==> config.mk <==
export PLATFORM = sky130hd
export DESIGN_NAME = pmod_da4_slave_flat
export DESIGN_NICKNAME = d
export VERILOG_FILES = /design/src/rtl/pmod_da4_slave_pkg.sv /design/src/rtl/pmod_da4_slave_if.sv /design/src/rtl/pmod_da4_slave_sync_edge.sv /design/src/rtl/pmod_da4_slave.sv /design/src/flat_wrapper.sv
export SDC_FILE = /design/constraint.sdc
export NUM_CORES = 1
export LEC_CHECK = 0
export BUFFER_PORTS_ARGS = -buffer_cell sky130_fd_sc_hd__buf_4
export CORE_ASPECT_RATIO = 2
export CORE_UTILIZATION = 56
export DETAILED_ROUTE_END_ITERATION = 7
export PLACE_DENSITY = 0.76
export SYNTH_ARGS = -nofsm -noshare
export SYNTH_HDL_FRONTEND = slang
export SYNTH_SLANG_ARGS = --single-unit
==> constraint.sdc <==
create_clock -name clk100mhz -period 3.3 [get_ports clk100mhz]
set_clock_uncertainty 0.2 [all_clocks]
set_input_delay 0.825 -clock clk100mhz [delete_from_list [all_inputs] [get_ports clk100mhz]]
set_output_delay 0.825 -clock clk100mhz [all_outputs]
set_load 0.1 [all_outputs]
==> src/rtl/pmod_da4_slave_pkg.sv <==
// Shared types and frame layout for the PMOD DA4 (AD5628) SPI responder.
package pmod_da4_pkg;

    typedef enum logic [3:0] {
        CMD_WR_IN      = 4'h0,
        CMD_UPD        = 4'h1,
        CMD_WR_UPD_ALL = 4'h2,
        CMD_WR_UPD     = 4'h3,
        CMD_RESET      = 4'h7,
        CMD_REF        = 4'h8
    } cmd_e;

    typedef enum logic [1:0] {
        ST_IDLE,
        ST_SHIFT,
        ST_DECODE,
        ST_HOLD
    } state_e;

    localparam logic [3:0] ADDR_ALL = 4'hF;

    // Bit positions within the 32-bit frame, bit 31 sent first.
    localparam int CMD_MSB  = 27;
    localparam int CMD_LSB  = 24;
    localparam int ADDR_MSB = 23;
    localparam int ADDR_LSB = 20;
    localparam int DATA_MSB = 19;
    localparam int DATA_LSB = 8;
    localparam int REF_BIT  = 0;

endpackage

==> src/rtl/pmod_da4_slave_if.sv <==
// SPI pins between the DA4 master and this responder.
interface pmod_da4_slave_if;
    logic cs;
    logic sclk;
    logic mosi;

    modport master (output cs, output sclk, output mosi);
    modport slave  (input  cs, input  sclk, input  mosi);
endinterface

==> src/rtl/pmod_da4_slave_sync_edge.sv <==
// Two-flop synchronizers for the SPI pins plus sclk-fall / cs-fall / cs-rise pulses.
module spi_sync_edge (
    input  logic clk,
    input  logic rst_n,
    input  logic cs_i,
    input  logic sclk_i,
    input  logic mosi_i,
    output logic cs_o,
    output logic mosi_o,
    output logic sclk_fall_o,
    output logic cs_fall_o,
    output logic cs_rise_o
);
    localparam int STAGES = 2;

    logic [1:0]      cs_q, sclk_q, mosi_q;
    logic            cs_prev_q, sclk_prev_q;
    logic [STAGES:0] vld_pipe_q;
    logic            armed;

    always_ff @(posedge clk) begin
        if (!rst_n) begin
            cs_q        <= 2'b11;
            sclk_q      <= 2'b11;
            mosi_q      <= 2'b00;
            cs_prev_q   <= 1'b1;
            sclk_prev_q <= 1'b1;
            vld_pipe_q  <= '0;
        end else begin
            cs_q        <= {cs_q[0], cs_i};
            sclk_q      <= {sclk_q[0], sclk_i};
            mosi_q      <= {mosi_q[0], mosi_i};
            cs_prev_q   <= cs_q[1];
            sclk_prev_q <= sclk_q[1];
            vld_pipe_q  <= {vld_pipe_q[STAGES-1:0], 1'b1};
        end
    end

    // Edges only count once the whole chain holds real samples, so a cs
    // already low at reset release never looks like a fresh falling edge.
    assign armed = vld_pipe_q[STAGES];

    assign cs_o        = cs_q[1];
    assign mosi_o      = mosi_q[1];
    // Qualified on the previous cs sample: a last edge coinciding with cs rise still counts.
    assign sclk_fall_o = armed & sclk_prev_q & ~sclk_q[1] & ~cs_prev_q;
    assign cs_fall_o   = armed & cs_prev_q & ~cs_q[1];
    assign cs_rise_o   = armed & ~cs_prev_q & cs_q[1];

endmodule

==> src/rtl/pmod_da4_slave.sv <==
// PMOD DA4 SPI responder: assembles 32-bit frames and applies AD5628 commands
// to the input/DAC register banks.
module pmod_da4_slave
    import pmod_da4_pkg::*;
#(
    parameter int NUM_CH  = 8,
    parameter int DATA_W  = 12,
    parameter int FRAME_W = 32
) (
    input  logic                      clk100mhz,
    input  logic                      rst_n,
    pmod_da4_slave_if.slave           spi,
    input  logic [$clog2(NUM_CH)-1:0] rd_addr,
    output logic [DATA_W-1:0]         rd_input,
    output logic [DATA_W-1:0]         rd_dac,
    output logic                      ref_on,
    output logic                      frame_valid,
    output logic [3:0]                frame_cmd,
    output logic [3:0]                frame_addr,
    output logic [DATA_W-1:0]         frame_data,
    output logic                      frame_err
);
    // Leading don't-care bits fall off the top of the shifter.
    localparam int                SH_W     = CMD_MSB + 1;
    localparam int                CNT_W    = $clog2(FRAME_W);
    localparam logic [CNT_W-1:0]  LAST_BIT = CNT_W'(FRAME_W - 1);

    logic cs_lvl, mosi_s, sclk_fall, cs_fall, cs_rise;

    spi_sync_edge u_sync (
        .clk         (clk100mhz),
        .rst_n       (rst_n),
        .cs_i        (spi.cs),
        .sclk_i      (spi.sclk),
        .mosi_i      (spi.mosi),
        .cs_o        (cs_lvl),
        .mosi_o      (mosi_s),
        .sclk_fall_o (sclk_fall),
        .cs_fall_o   (cs_fall),
        .cs_rise_o   (cs_rise)
    );

    state_e                           state_q, state_d;
    logic [CNT_W-1:0]                 cnt_q, cnt_d;
    logic [SH_W-1:0]                  sh_q, sh_d;
    logic                             do_decode, abort;

    always_ff @(posedge clk100mhz) begin
        if (!rst_n) begin
            state_q <= ST_IDLE;
            cnt_q   <= '0;
            sh_q    <= '0;
        end else begin
            state_q <= state_d;
            cnt_q   <= cnt_d;
            sh_q    <= sh_d;
        end
    end

    always_comb begin
        state_d   = state_q;
        cnt_d     = cnt_q;
        sh_d      = sh_q;
        do_decode = 1'b0;
        abort     = 1'b0;
        case (state_q)
            ST_IDLE: begin
                if (cs_fall) begin
                    state_d = ST_SHIFT;
                    cnt_d   = '0;
                end
            end
            ST_SHIFT: begin
                if (sclk_fall && cnt_q == LAST_BIT) begin
                    sh_d    = {sh_q[SH_W-2:0], mosi_s};
                    state_d = ST_DECODE;
                end else if (cs_rise) begin
                    abort   = 1'b1;
                    sh_d    = '0;
                    state_d = ST_IDLE;
                end else if (sclk_fall) begin
                    sh_d  = {sh_q[SH_W-2:0], mosi_s};
                    cnt_d = cnt_q + 1'b1;
                end
            end
            ST_DECODE: begin
                do_decode = 1'b1;
                state_d   = ST_HOLD;
            end
            ST_HOLD: begin
                if (cs_lvl) state_d = ST_IDLE;
            end
            default: state_d = ST_IDLE;
        endcase
    end

    logic [3:0]                       cmd, addr;
    logic [DATA_W-1:0]                data;
    logic                             addr_ok, bad;
    logic [NUM_CH-1:0][DATA_W-1:0]    in_q, in_d, dac_q, dac_d;
    logic                             ref_q, ref_d;

    assign cmd     = sh_q[CMD_MSB:CMD_LSB];
    assign addr    = sh_q[ADDR_MSB:ADDR_LSB];
    assign data    = sh_q[DATA_LSB +: DATA_W];
    assign addr_ok = (addr == ADDR_ALL) || (32'(addr) < NUM_CH);

    always_comb begin
        in_d  = in_q;
        dac_d = dac_q;
        ref_d = ref_q;
        bad   = 1'b0;
        if (do_decode) begin
            case (cmd)
                CMD_WR_IN, CMD_UPD, CMD_WR_UPD_ALL, CMD_WR_UPD: begin
                    if (!addr_ok) begin
                        bad = 1'b1;
                    end else begin
                        for (int i = 0; i < NUM_CH; i++) begin
                            if (addr == ADDR_ALL || addr == 4'(i)) begin
                                if (cmd != CMD_UPD)   in_d[i]  = data;
                                if (cmd == CMD_UPD)   dac_d[i] = in_q[i];
                                if (cmd == CMD_WR_UPD) dac_d[i] = data;
                            end
                        end
                        // Global update sees the value written by this same frame.
                        if (cmd == CMD_WR_UPD_ALL) dac_d = in_d;
                    end
                end
                CMD_RESET: begin
                    in_d  = '0;
                    dac_d = '0;
                    ref_d = 1'b0;
                end
                CMD_REF:  ref_d = sh_q[REF_BIT];
                default:  bad = 1'b1;
            endcase
        end
    end

    always_ff @(posedge clk100mhz) begin
        if (!rst_n) begin
            in_q        <= '0;
            dac_q       <= '0;
            ref_q       <= 1'b0;
            frame_valid <= 1'b0;
            frame_err   <= 1'b0;
            frame_cmd   <= '0;
            frame_addr  <= '0;
            frame_data  <= '0;
        end else begin
            in_q        <= in_d;
            dac_q       <= dac_d;
            ref_q       <= ref_d;
            frame_valid <= do_decode;
            frame_err   <= bad | abort;
            if (do_decode) begin
                frame_cmd  <= cmd;
                frame_addr <= addr;
                frame_data <= data;
            end
        end
    end

    assign ref_on   = ref_q;
    assign rd_input = in_q[rd_addr];
    assign rd_dac   = dac_q[rd_addr];

endmodule

==> src/flat_wrapper.sv <==
// flat-port wrapper written by rule: the top's interface ports become plain ports
module pmod_da4_slave_flat import pmod_da4_pkg::*;
#(
    parameter int NUM_CH  = 8,
    parameter int DATA_W  = 12,
    parameter int FRAME_W = 32
)
  (clk100mhz, rst_n, rd_addr, rd_input, rd_dac, ref_on, frame_valid, frame_cmd, frame_addr, frame_data, frame_err, spi_cs, spi_sclk, spi_mosi);
  pmod_da4_slave_if spi_i ();
  input  logic clk100mhz;
  input  logic rst_n;
  input  logic [$clog2(NUM_CH)-1:0] rd_addr;
  output logic [DATA_W-1:0] rd_input;
  output logic [DATA_W-1:0] rd_dac;
  output logic ref_on;
  output logic frame_valid;
  output logic [3:0] frame_cmd;
  output logic [3:0] frame_addr;
  output logic [DATA_W-1:0] frame_data;
  output logic frame_err;
  input wire logic [$bits(spi_i.cs)-1:0] spi_cs;
  input wire logic [$bits(spi_i.sclk)-1:0] spi_sclk;
  input wire logic [$bits(spi_i.mosi)-1:0] spi_mosi;
  assign spi_i.cs = spi_cs;
  assign spi_i.sclk = spi_sclk;
  assign spi_i.mosi = spi_mosi;
  pmod_da4_slave #(.NUM_CH(NUM_CH), .DATA_W(DATA_W), .FRAME_W(FRAME_W)) u_core (.clk100mhz(clk100mhz), .rst_n(rst_n), .spi(spi_i), .rd_addr(rd_addr), .rd_input(rd_input), .rd_dac(rd_dac), .ref_on(ref_on), .frame_valid(frame_valid), .frame_cmd(frame_cmd), .frame_addr(frame_addr), .frame_data(frame_data), .frame_err(frame_err));
endmodule
==> flow_summary_export.csv <==
group,metric,value,unit
setup_path,critical_path_peak_fanout,21,
global_route,overflow,0,
floorplanning,ioPinCount,55,
setup_path,crit_path_end_kind,"primary output",
pwr,max-vdd-ir-drop,0.459,mV
route,vias,12024,
setup_path,critical_path.slowest_cell,"mux4_2",
global_route,grt_pass1_vias,11384,
hold_path,hold_class,"flip-flop to flip-flop",
synthesis,synth_warnings,0,
route,vias_per_cell,7.29,
timing,setup_violations,0,
floorplanning,die_w,107,um
setup_path,crit_chain,"buf_6, buf_12, mux4_2, mux2_4, buf_4",
finish,fillers,1767,
timing,hold_ws,0.218,ns
global_route,antenna_found_initial,7,
timing,maxSlewHeadroom,29.9,%
hold_path,whs_path_depth,1,
route,wire_per_inst,29.9,um
synthesis,synth_cell_types,68,
timing,finalMaxSlewViolations,0,
floorplanning,core,21700,um2
synthesis,yosysMostFrequentCell,"nand2_1",
placement,dp_hpwl,33.4,mm
synthesis,yosys.area.top_type,"dfxtp_1",
floorplanning,placement_rows,76,
finish,layout-drive-gt1-share,19.9,%
job,maxCapViolCount,0,
synthesis,synth-async-reset-ratio,0,%
clock_tree,post_cts_buffers,0,
setup_path,reg2reg_depth,7,
setup_path,start_kind,"input pin",
timing,rsz0062_at_grt,"false",
timing,fin_crit_sh,98.4,%
route,dr.first_iter.drc_count,1435,
synthesis,ys_seq_elements,261,
synthesis,avgSynthCellArea,9.26,um2
route,drc,0,
clock_tree,holdBufCountCts,0,
global_route,grt_max_degree,155,
synthesis,ys_top_cells_by_count,"268 x nand2_1, 261 x dfxtp_1, 131 x o22ai_1, 93 x clkbuf_1, 61 x a21oi_1",
pwr,power_per_cell_area,438,nW/um2
clock_tree,clock_latency,0.55,ns
setup_path,crit_family,"multiplexers",
placement,placed_cell_area,13400,um2
timing,post-route-min-period,3.25,ns
clock_tree,cts_max_path_buffers,3,
setup_path,path_class,"input pin to primary output",
synthesis,yosys-top-cells-area,"dfxtp_1 42%, mux4_2 8.7%, nand2_1 8.1%",
clock_tree,clkSinkCount,261,
synthesis,syn_nets,1356,
synthesis,synth_top_area_share,41.9,%
floorplanning,die-area,22900,um2
synthesis,synthCells,1346,
route,wirelength,49.4,mm
synthesis,synth-seq-area-share,41.9,%
route,drt-pass1-iter-count,6,
setup_path,crit_cells,5,
synthesis,syn_area,12500,um2
status,status,"complete, no violations",
finish,area_delta_synth_final,14.7,%
clock_tree,cts_tree,"yes",
placement,io_buffers,54,
placement,globalplace.congestion,1.05,
timing,fmax,0.308,GHz
clock_tree,cts_max_level,1,
pwr,p_leak,0.00508,uW
timing,tightest_slew,1.05,ns
timing,hold_violations,0,
synthesis,synth_edf_count,0,
setup_path,critical-path-max-stage-delay,0.52,ns
floorplanning,die_y,213,um
global_route,grt_first_pass_wirelength,73.0,mm
clock_tree,cts.reportedPaths.clkPinSlew,0.06,ns
clock_tree,cts_buffers,24,
floorplanning,start_util,57.5,%
setup_path,crit_required,2.27,ns
route,antenna_left,0,
synthesis,synth-main-ff-cell,"dfxtp_1",
setup_path,cp_num_buf_inv,3,
finish,nNetsFinal,1368,
finish,post-route-cell-area,14300,um2
global_route,track_usage,44.6,%
setup_path,worstPathArrival,2.22,ns
clock_tree,root_buffer,"clkbuf_16",
final cells by class:
class,count,area [um2],area share (%)
multi-input cells,910,6680,46.7
flip-flops and latches,261,5230,36.5
repair buffers,132,1120,7.82
clock buffers,28,646,4.51
well taps,273,342,2.39
clock inverters,14,178,1.24
inverters,29,109,0.761
diodes,3,7.51,0.0525
power by group:
group	internal [uW]	switching (uW)
clock network	1650	1290
registers	3150	3.76
logic	60.8	110
through the flow:
stage / power (uW) / worst slack, ns / util, % / instances / TNS, ns
after floorplan: 3340 / 0.0233 / - / 1346 / 0
after global placement: 3390 / 0.0122 / 62.0 / 1605 / 0
after detailed placement: 3400 / -0.00939 / 62.0 / 1605 / -0.00939
after CTS: 6260 / 0.00730 / 65.8 / 1647 / 0
after global routing: 6410 / 0.0298 / 65.9 / 1647 / 0
final: 6270 / 0.0530 / 66.0 / 1650 / 0
registers in the layout, indices dropped and copies added, names as in the netlist, named ones only:
signal	flops
u_core.dac_q	96
u_core.u_sync.vld_pipe_q	3
u_core.u_sync.mosi_q	2
u_core.frame_data	12
u_core.u_sync.cs_q	2
u_core.cnt_q	5
u_core.ref_on	1
u_core.in_q	96
u_core.u_sync.sclk_q	2
u_core.u_sync.sclk_prev_q	1
u_core.sh_q	28
u_core.frame_addr	4
u_core.frame_err	1
u_core.frame_valid	1
u_core.frame_cmd	4
u_core.state_q	1
u_core.u_sync.cs_prev_q	1
kinds of logic after synthesis:
family	Yosys count	synth area share, %
XOR/XNOR	3	0.211
flip-flops	261	41.9
buffers and inverters	175	5.71
adder cells (fa/ha/maj)	2	0.201
multiplexers	132	15.7
AO/OA/AOI/OAI	348	19.6
AND/OR/NAND/NOR	425	16.7
final timing paths:
| check | from | endpoint | slack (ns) |
|---|---|---|---|
| max | rd_addr[0] | rd_input[5] | 0.05 |
| min | u_core.u_sync.cs_q[0]$_SDFF_PN1_ | u_core.u_sync.cs_q[1]$_SDFF_PN1_ | 0.22 |
| max reg2reg | u_core.sh_q[21]$_SDFFE_PN0P_ | u_core.in_q[32]$_SDFFE_PN0P_ | 0.56 |
| min reg2reg | u_core.u_sync.cs_q[0]$_SDFF_PN1_ | u_core.u_sync.cs_q[1]$_SDFF_PN1_ | 0.22 |
cell usage in the layout, fill, tap and decap left out, types with 4 or more instances in the layout:
cell / instances
a21oi_1: 61
nand3_1: 38
o2bb2ai_1: 26
o21ai_0: 8
o22ai_1: 131
o32ai_1: 24
nand2b_1: 10
mux2i_1: 60
buf_12: 9
dfxtp_1: 261
inv_1: 28
o2111a_1: 5
mux2_2: 6
a32o_1: 12
o211ai_1: 48
nand4_1: 30
nand2_1: 268
a31oi_2: 4
buf_4: 119
o2111ai_1: 4
nor2_1: 7
and2_1: 8
mux2_4: 18
clkinvlp_4: 4
clkbuf_16: 24
and4_1: 24
mux4_2: 48
buf_6: 4
what timing repair did:
item	in CTS	in global routing
gates resized for setup	1	6
cloned	0	0
endpoints found under the setup margin	1	12
hold endpoints to repair	0	0
routing by layer:
metal | routed length (um) | global-route usage, % | part of all wire, %
met1 | 14900 | 44.8 | 30
met2 | 23000 | 70.7 | 47
met3 | 5430 | 15.0 | 11
met4 | 5940 | 43.1 | 12
met5 | 32 | 0.691 | 0.065
worst reg2reg max path: stages (launching register included):
cell and delay (ns):
dfxtp_1 0.68, buf_4 0.25, and4_1 0.35, buf_4 0.32
o21ai_0 0.13, a21oi_1 0.33, buf_4 0.24, o22ai_1 0.11
(Power assumes the default switching activity.)
